==> src/rtl/ysyx_22040000_rf_write_arbiter.sv <==
// ysyx_22040000_rf_write_arbiter
// Shares the single register-file write port between two writeback sources.
// Channel 0 carries EXU results and channel 1 carries LSU load data. The two
// channels are granted round-robin through a valid/ready handshake, and the
// winning write reaches the register file through one registered stage. The
// block also keeps a per-register busy scoreboard. The issue stage reserves a
// destination register at dispatch and queries source registers for hazards.
//
// Ports
//   clk, rst                  clock; asynchronous active-high reset
//   rsv_valid, rsv_addr       reserve a destination register (mark it busy)
//   rsv_conflict              comb: the reserved register is already busy
//   reqN_valid/addr/data      write request on channel N (0 = EXU, 1 = LSU)
//   reqN_ready                comb grant; a write is accepted on valid & ready
//   rf_wen/waddr/wdata        registered register-file write port
//   chk_addrN, chk_busyN      source-register hazard query
module ysyx_22040000_rf_write_arbiter #(
  parameter int unsigned AWIDTH = 5,
  parameter int unsigned DWIDTH = 32
) (
  input  logic              clk,
  input  logic              rst,

  input  logic              rsv_valid,
  input  logic [AWIDTH-1:0] rsv_addr,
  output logic              rsv_conflict,

  input  logic              req0_valid,
  output logic              req0_ready,
  input  logic [AWIDTH-1:0] req0_addr,
  input  logic [DWIDTH-1:0] req0_data,

  input  logic              req1_valid,
  output logic              req1_ready,
  input  logic [AWIDTH-1:0] req1_addr,
  input  logic [DWIDTH-1:0] req1_data,

  output logic              rf_wen,
  output logic [AWIDTH-1:0] rf_waddr,
  output logic [DWIDTH-1:0] rf_wdata,

  input  logic [AWIDTH-1:0] chk_addr1,
  input  logic [AWIDTH-1:0] chk_addr2,
  output logic              chk_busy1,
  output logic              chk_busy2
);

  localparam int unsigned NREG = 1 << AWIDTH;

  // Last granted channel. It resets to 1 so that channel 0 wins the first contest.
  logic              last_q;
  logic [NREG-1:0]   busy_q;
  logic [NREG-1:0]   busy_d;

  logic              gnt0;
  logic              gnt1;
  logic              accept;
  logic [AWIDTH-1:0] acc_addr;
  logic [DWIDTH-1:0] acc_data;

  // Round-robin grant. It depends only on the two valids and last_q,
  // so no path runs from the write port back to ready.
  always_comb begin
    gnt0 = req0_valid & (~req1_valid | last_q);
    gnt1 = req1_valid & (~req0_valid | ~last_q);
  end

  assign req0_ready = gnt0;
  assign req1_ready = gnt1;
  assign accept     = gnt0 | gnt1;

  // Selects the payload of the granted channel.
  always_comb begin
    acc_addr = req0_addr;
    acc_data = req0_data;
    if (gnt1) begin
      acc_addr = req1_addr;
      acc_data = req1_data;
    end
  end

  // Arbitration pointer. It follows every grant, contested or not.
  always_ff @(posedge clk or posedge rst) begin
    if (rst) begin
      last_q <= 1'b1;
    end else if (accept) begin
      last_q <= gnt1;
    end
  end

  // Output stage. Writes to x0 are consumed here without raising rf_wen.
  always_ff @(posedge clk or posedge rst) begin
    if (rst) begin
      rf_wen   <= 1'b0;
      rf_waddr <= '0;
      rf_wdata <= '0;
    end else if (accept) begin
      rf_wen   <= (acc_addr != '0);
      rf_waddr <= acc_addr;
      rf_wdata <= acc_data;
    end else begin
      rf_wen   <= 1'b0;
    end
  end

  // Scoreboard next state. The clear is applied first and the reserve second,
  // so a same-cycle reserve of the register being written wins: the new
  // producer owns the register. Entry 0 is never busy.
  always_comb begin
    busy_d = busy_q;
    for (int unsigned i = 1; i < NREG; i++) begin
      if (accept && (acc_addr == AWIDTH'(i))) begin
        busy_d[i] = 1'b0;
      end
      if (rsv_valid && (rsv_addr == AWIDTH'(i))) begin
        busy_d[i] = 1'b1;
      end
    end
    busy_d[0] = 1'b0;
  end

  always_ff @(posedge clk or posedge rst) begin
    if (rst) begin
      busy_q <= '0;
    end else begin
      busy_q <= busy_d;
    end
  end

  // Hazard query on registered state only. The output-stage term keeps a
  // register busy until the register file has actually captured the write.
  always_comb begin
    chk_busy1    = busy_q[chk_addr1]
                 | (rf_wen & (rf_waddr == chk_addr1) & (chk_addr1 != '0));
    chk_busy2    = busy_q[chk_addr2]
                 | (rf_wen & (rf_waddr == chk_addr2) & (chk_addr2 != '0));
    rsv_conflict = rsv_valid
                 & (busy_q[rsv_addr]
                    | (rf_wen & (rf_waddr == rsv_addr) & (rsv_addr != '0)));
  end

endmodule

==> config.mk <==
export PLATFORM = sky130hd
export DESIGN_NAME = ysyx_22040000_rf_write_arbiter
export DESIGN_NICKNAME = d
export VERILOG_FILES = /design/src/rtl/ysyx_22040000_rf_write_arbiter.sv
export SDC_FILE = /design/constraint.sdc
export NUM_CORES = 1
export LEC_CHECK = 0
export CAP_MARGIN = 10
export CORE_ASPECT_RATIO = 2
export CORE_MARGIN = 4
export CORE_UTILIZATION = 50
export CTS_CLUSTER_DIAMETER = 80
export DETAILED_ROUTE_END_ITERATION = 8
export PLACE_DENSITY = 0.86
export SLEW_MARGIN = 0
export SYNTH_ARGS = -nofsm -noshare
export SYNTH_HDL_FRONTEND = slang
export SYNTH_SLANG_ARGS = --single-unit
==> constraint.sdc <==
create_clock -name clk -period 3.7 [get_ports clk]
set_clock_uncertainty 0.1 [all_clocks]
set_input_delay 0.555 -clock clk [delete_from_list [all_inputs] [get_ports clk]]
set_output_delay 0.555 -clock clk [all_outputs]
set_load 0.01 [all_outputs]
==> flow_metrics.tcl <==
set metrics [dict create \
    outcome "finished, final reports clean" \
    hold_violations 0 \
    ant_nets 0 \
    grt_pass1_vias 4469 \
    drive_above_1_share_pct 12.6 \
    gp_congestion 1.01 \
    endpoint_kind "primary output" \
    antenna_cells 0 \
    cp_num_cells 7 \
    crit_type "input port to primary output" \
    grt-ovfl-total 0 \
    die_h_um 137 \
    synth_cells 442 \
    netlist_area_um2 4150 \
    clk_pin_slew_ns 0.06 \
    dieArea_um2 9910 \
    arrival_ns 2.94 \
    cp_max_fo 10 \
    preCtsSetupSlack_ns 0.103 \
    finalWirelength_mm 13.8 \
    cap_violations 0 \
    globalRouteMet3Util_pct 7.57 \
    leakagePower_nw 2.40 \
    hold-path-cell-count 2 \
    synth.yosys.seq_area_share_pct 42.2 \
    cpPeakStageDelay_ns 0.52 \
    critPathSlowestCell "mux4_2" \
    hpwl_mm 10.7 \
    yosys.area.top_type_share_pct 41.6 \
    cts_repair_resize_count 0 \
    reg2reg_slack_ns 1.39 \
    htreeDepth 3 \
    grtUsageMet1_pct 27.6 \
    synth_top_area_cell "dfrtp_1" \
    worst_pin_slew_ns 0.953 \
    rows 46 \
    die_w_um 72.4 \
    report.final.slew_viol_count 0 \
    synth_top_family_by_area "compound AO/OA/AOI/OAI gates" \
    rsz0062_at_grt "no" \
    synthSimpleGateAreaFrac_pct 14.9 \
    fillers 570 \
    ys_ff_latch 70 \
    layout.nets 668 \
    cts_buffer_depth 2 \
    vdd_drop_max_mv 0.356 \
    cts_setup_buffers 0 \
    hp-class "register to register" \
    antenna_found_initial 0 \
    routed-via-count 4171 \
    avgSynthCellArea_um2 9.39 \
    cts_inserted_buffers 9 \
    synthTopCellsByCount "75 x nor2_1, 69 x dfrtp_1, 64 x o21ai_0" \
    grt-busiest-layer "met2" \
    synth-adder-area-share_pct 0 \
    portBuffers 136 \
    muxShareOfSynthArea_pct 17.4 \
    cts.sinks 70 \
    routedWlPerCell_um 20.4 \
    grt_start_max_net_pins 47 \
    synth.most_common_cell "nor2_1" \
    synth.area.top_cells "dfrtp_1 42%, mux4_2 12%, o21ai_0 7.7%" \
    postCtsHoldBufs 0 \
    p_total_mw 2.82 \
    synth_compound_gate_area_share_pct 18.0 \
    via_per_inst 6.18 \
    whs_ns 0.427 \
    powerDensity_nw_per_um2 472 \
    grt_pass1_wl_mm 21.8 \
    ios 137 \
    crit_required_ns 3.04 \
    fin_crit_sh_pct 97.1 \
    crit_family "multiplexers" \
    start_util_pct 51.9 \
    synth_flop_cell "dfrtp_1" \
    final.min_clock_period_ns 3.59 \
    finalSetupViolCount 0 \
    clockRootBuffer "clkbuf_16" \
    max_freq_ghz 0.278 \
    cp-start-kind "input port" \
    synth_warnings 0 \
    post-route-worst-setup-slack_ns 0.109 \
    tritoncts "done" \
    async_flop_share_pct 100 \
    clock_latency_ns 0.33 \
    relSlewSlack_pct 36.3 \
    drtIter0Drc 359 \
    first_pass_iters 5 \
    path_cells "clkdlybuf4s50_1 > buf_12 > mux4_2 > mux4_2 > mux2i_1 > o21ai_1 > clkdlybuf4s50_1" \
    use_met2_pct 54.0 \
    synth_cell_types 37 \
    syn2layout_area_growth_pct 43.8 \
    syn_nets 536 \
    route.detailed.drc 0 \
    synthXorXnorAreaFrac_pct 2.53 \
    reg2reg_depth 6 \
    grtUsageTotal_pct 29.0 \
    core_um2 8000 \
    path_buf_inv 3 \
    tns_ns 0 \
    synth_edf_count 0 \
]
==> area by class of cell <==
| type | instances | area, µm² | share of cell area (%) |
|---|---|---|---|
| clock buffer | 9 | 225 | 3.77 |
| clock inverter | 7 | 97.6 | 1.64 |
| inverter | 16 | 60.1 | 1.01 |
| multi-input combinational | 322 | 2200 | 36.8 |
| sequential | 70 | 1750 | 29.4 |
| tap | 96 | 120 | 2.01 |
| timing repair buffer | 155 | 1520 | 25.4 |
==> metal layers <==
layer	part of all wire, %	wire [µm]
met5	0	0
met3	8.1	1110
met2	54	7410
met1	33	4500
met4	5.3	731
==> path summary, 6_finish.rpt <==
path,endpoint,startpoint
max in group asynchronous,busy_q[30],rst
min in group asynchronous,rf_wdata[15],rst
setup / recovery,chk_busy1,chk_addr1[0]
hold / removal,rf_wdata[11],rf_wdata[11]
setup reg to reg,busy_q[29],last_q
hold reg to reg,rf_wdata[11],rf_wdata[11]
==> power breakdown <==
part           switching (mW)  total [mW]  internal (mW)
Combinational           0.339       0.806          0.468
Sequential              0.174        1.09          0.919
Clock                   0.325       0.917          0.591
==> worst reg2reg max path: stages (launching register included) <==
cell     delay (ns)
dfstp_2        0.65
a21bo_2        0.19
buf_4          0.22
mux2_2         0.42
or2_2          0.34
o21ai_0        0.16
o21ai_0        0.10
==> metrics by stage <==
stage | instances | utilization [%] | cell area [µm²]
CTS | 675 | 74.6 | 5970
finish | 675 | 74.6 | 5970
global route | 675 | 74.6 | 5970
global placement | 659 | 70.6 | 5650
detailed placement | 659 | 70.6 | 5650
floorplan | 442 | - | 4150
==> state kept, by name, summed over array words and instances (netlist names) <==
| name | count |
|---|---|
| rf_wdata | 32 |
| busy_q | 31 |
| rf_waddr | 5 |
| last_q | 1 |
| rf_wen | 1 |
==> placed cells by master, fill, tap and decap left out, types with 2 or more instances in the layout <==
cell type	Yosys	layout
xor2_1	9	9
a31oi_1	10	10
mux2_2	6	6
nand2b_1	12	12
mux4_2	22	22
bufinv_16	0	2
a221oi_1	2	2
o21ai_0	64	64
nor4_1	3	3
xnor2_1	3	3
nand2_1	12	12
dfrtp_1	69	69
clkdlybuf4s50_1	0	136
nand4b_1	2	2
buf_4	2	18
clkinvlp_4	0	2
or2_2	7	7
nand3_1	6	6
nor2b_1	10	10
clkbuf_16	0	9
mux2i_1	16	16
nor2_1	75	75
a21oi_1	11	11
o22ai_1	36	36
inv_1	16	15
nor3_1	5	5
==> cells by family (layout without fill, tap and decap cells) <==
family,count (synthesis),in the layout
simple gates,135,135
mux,44,44
compound gates,131,131
flops,70,70
buf+inv,50,187
xor+xnor,12,12
Power figures use the tool's default switching activity.
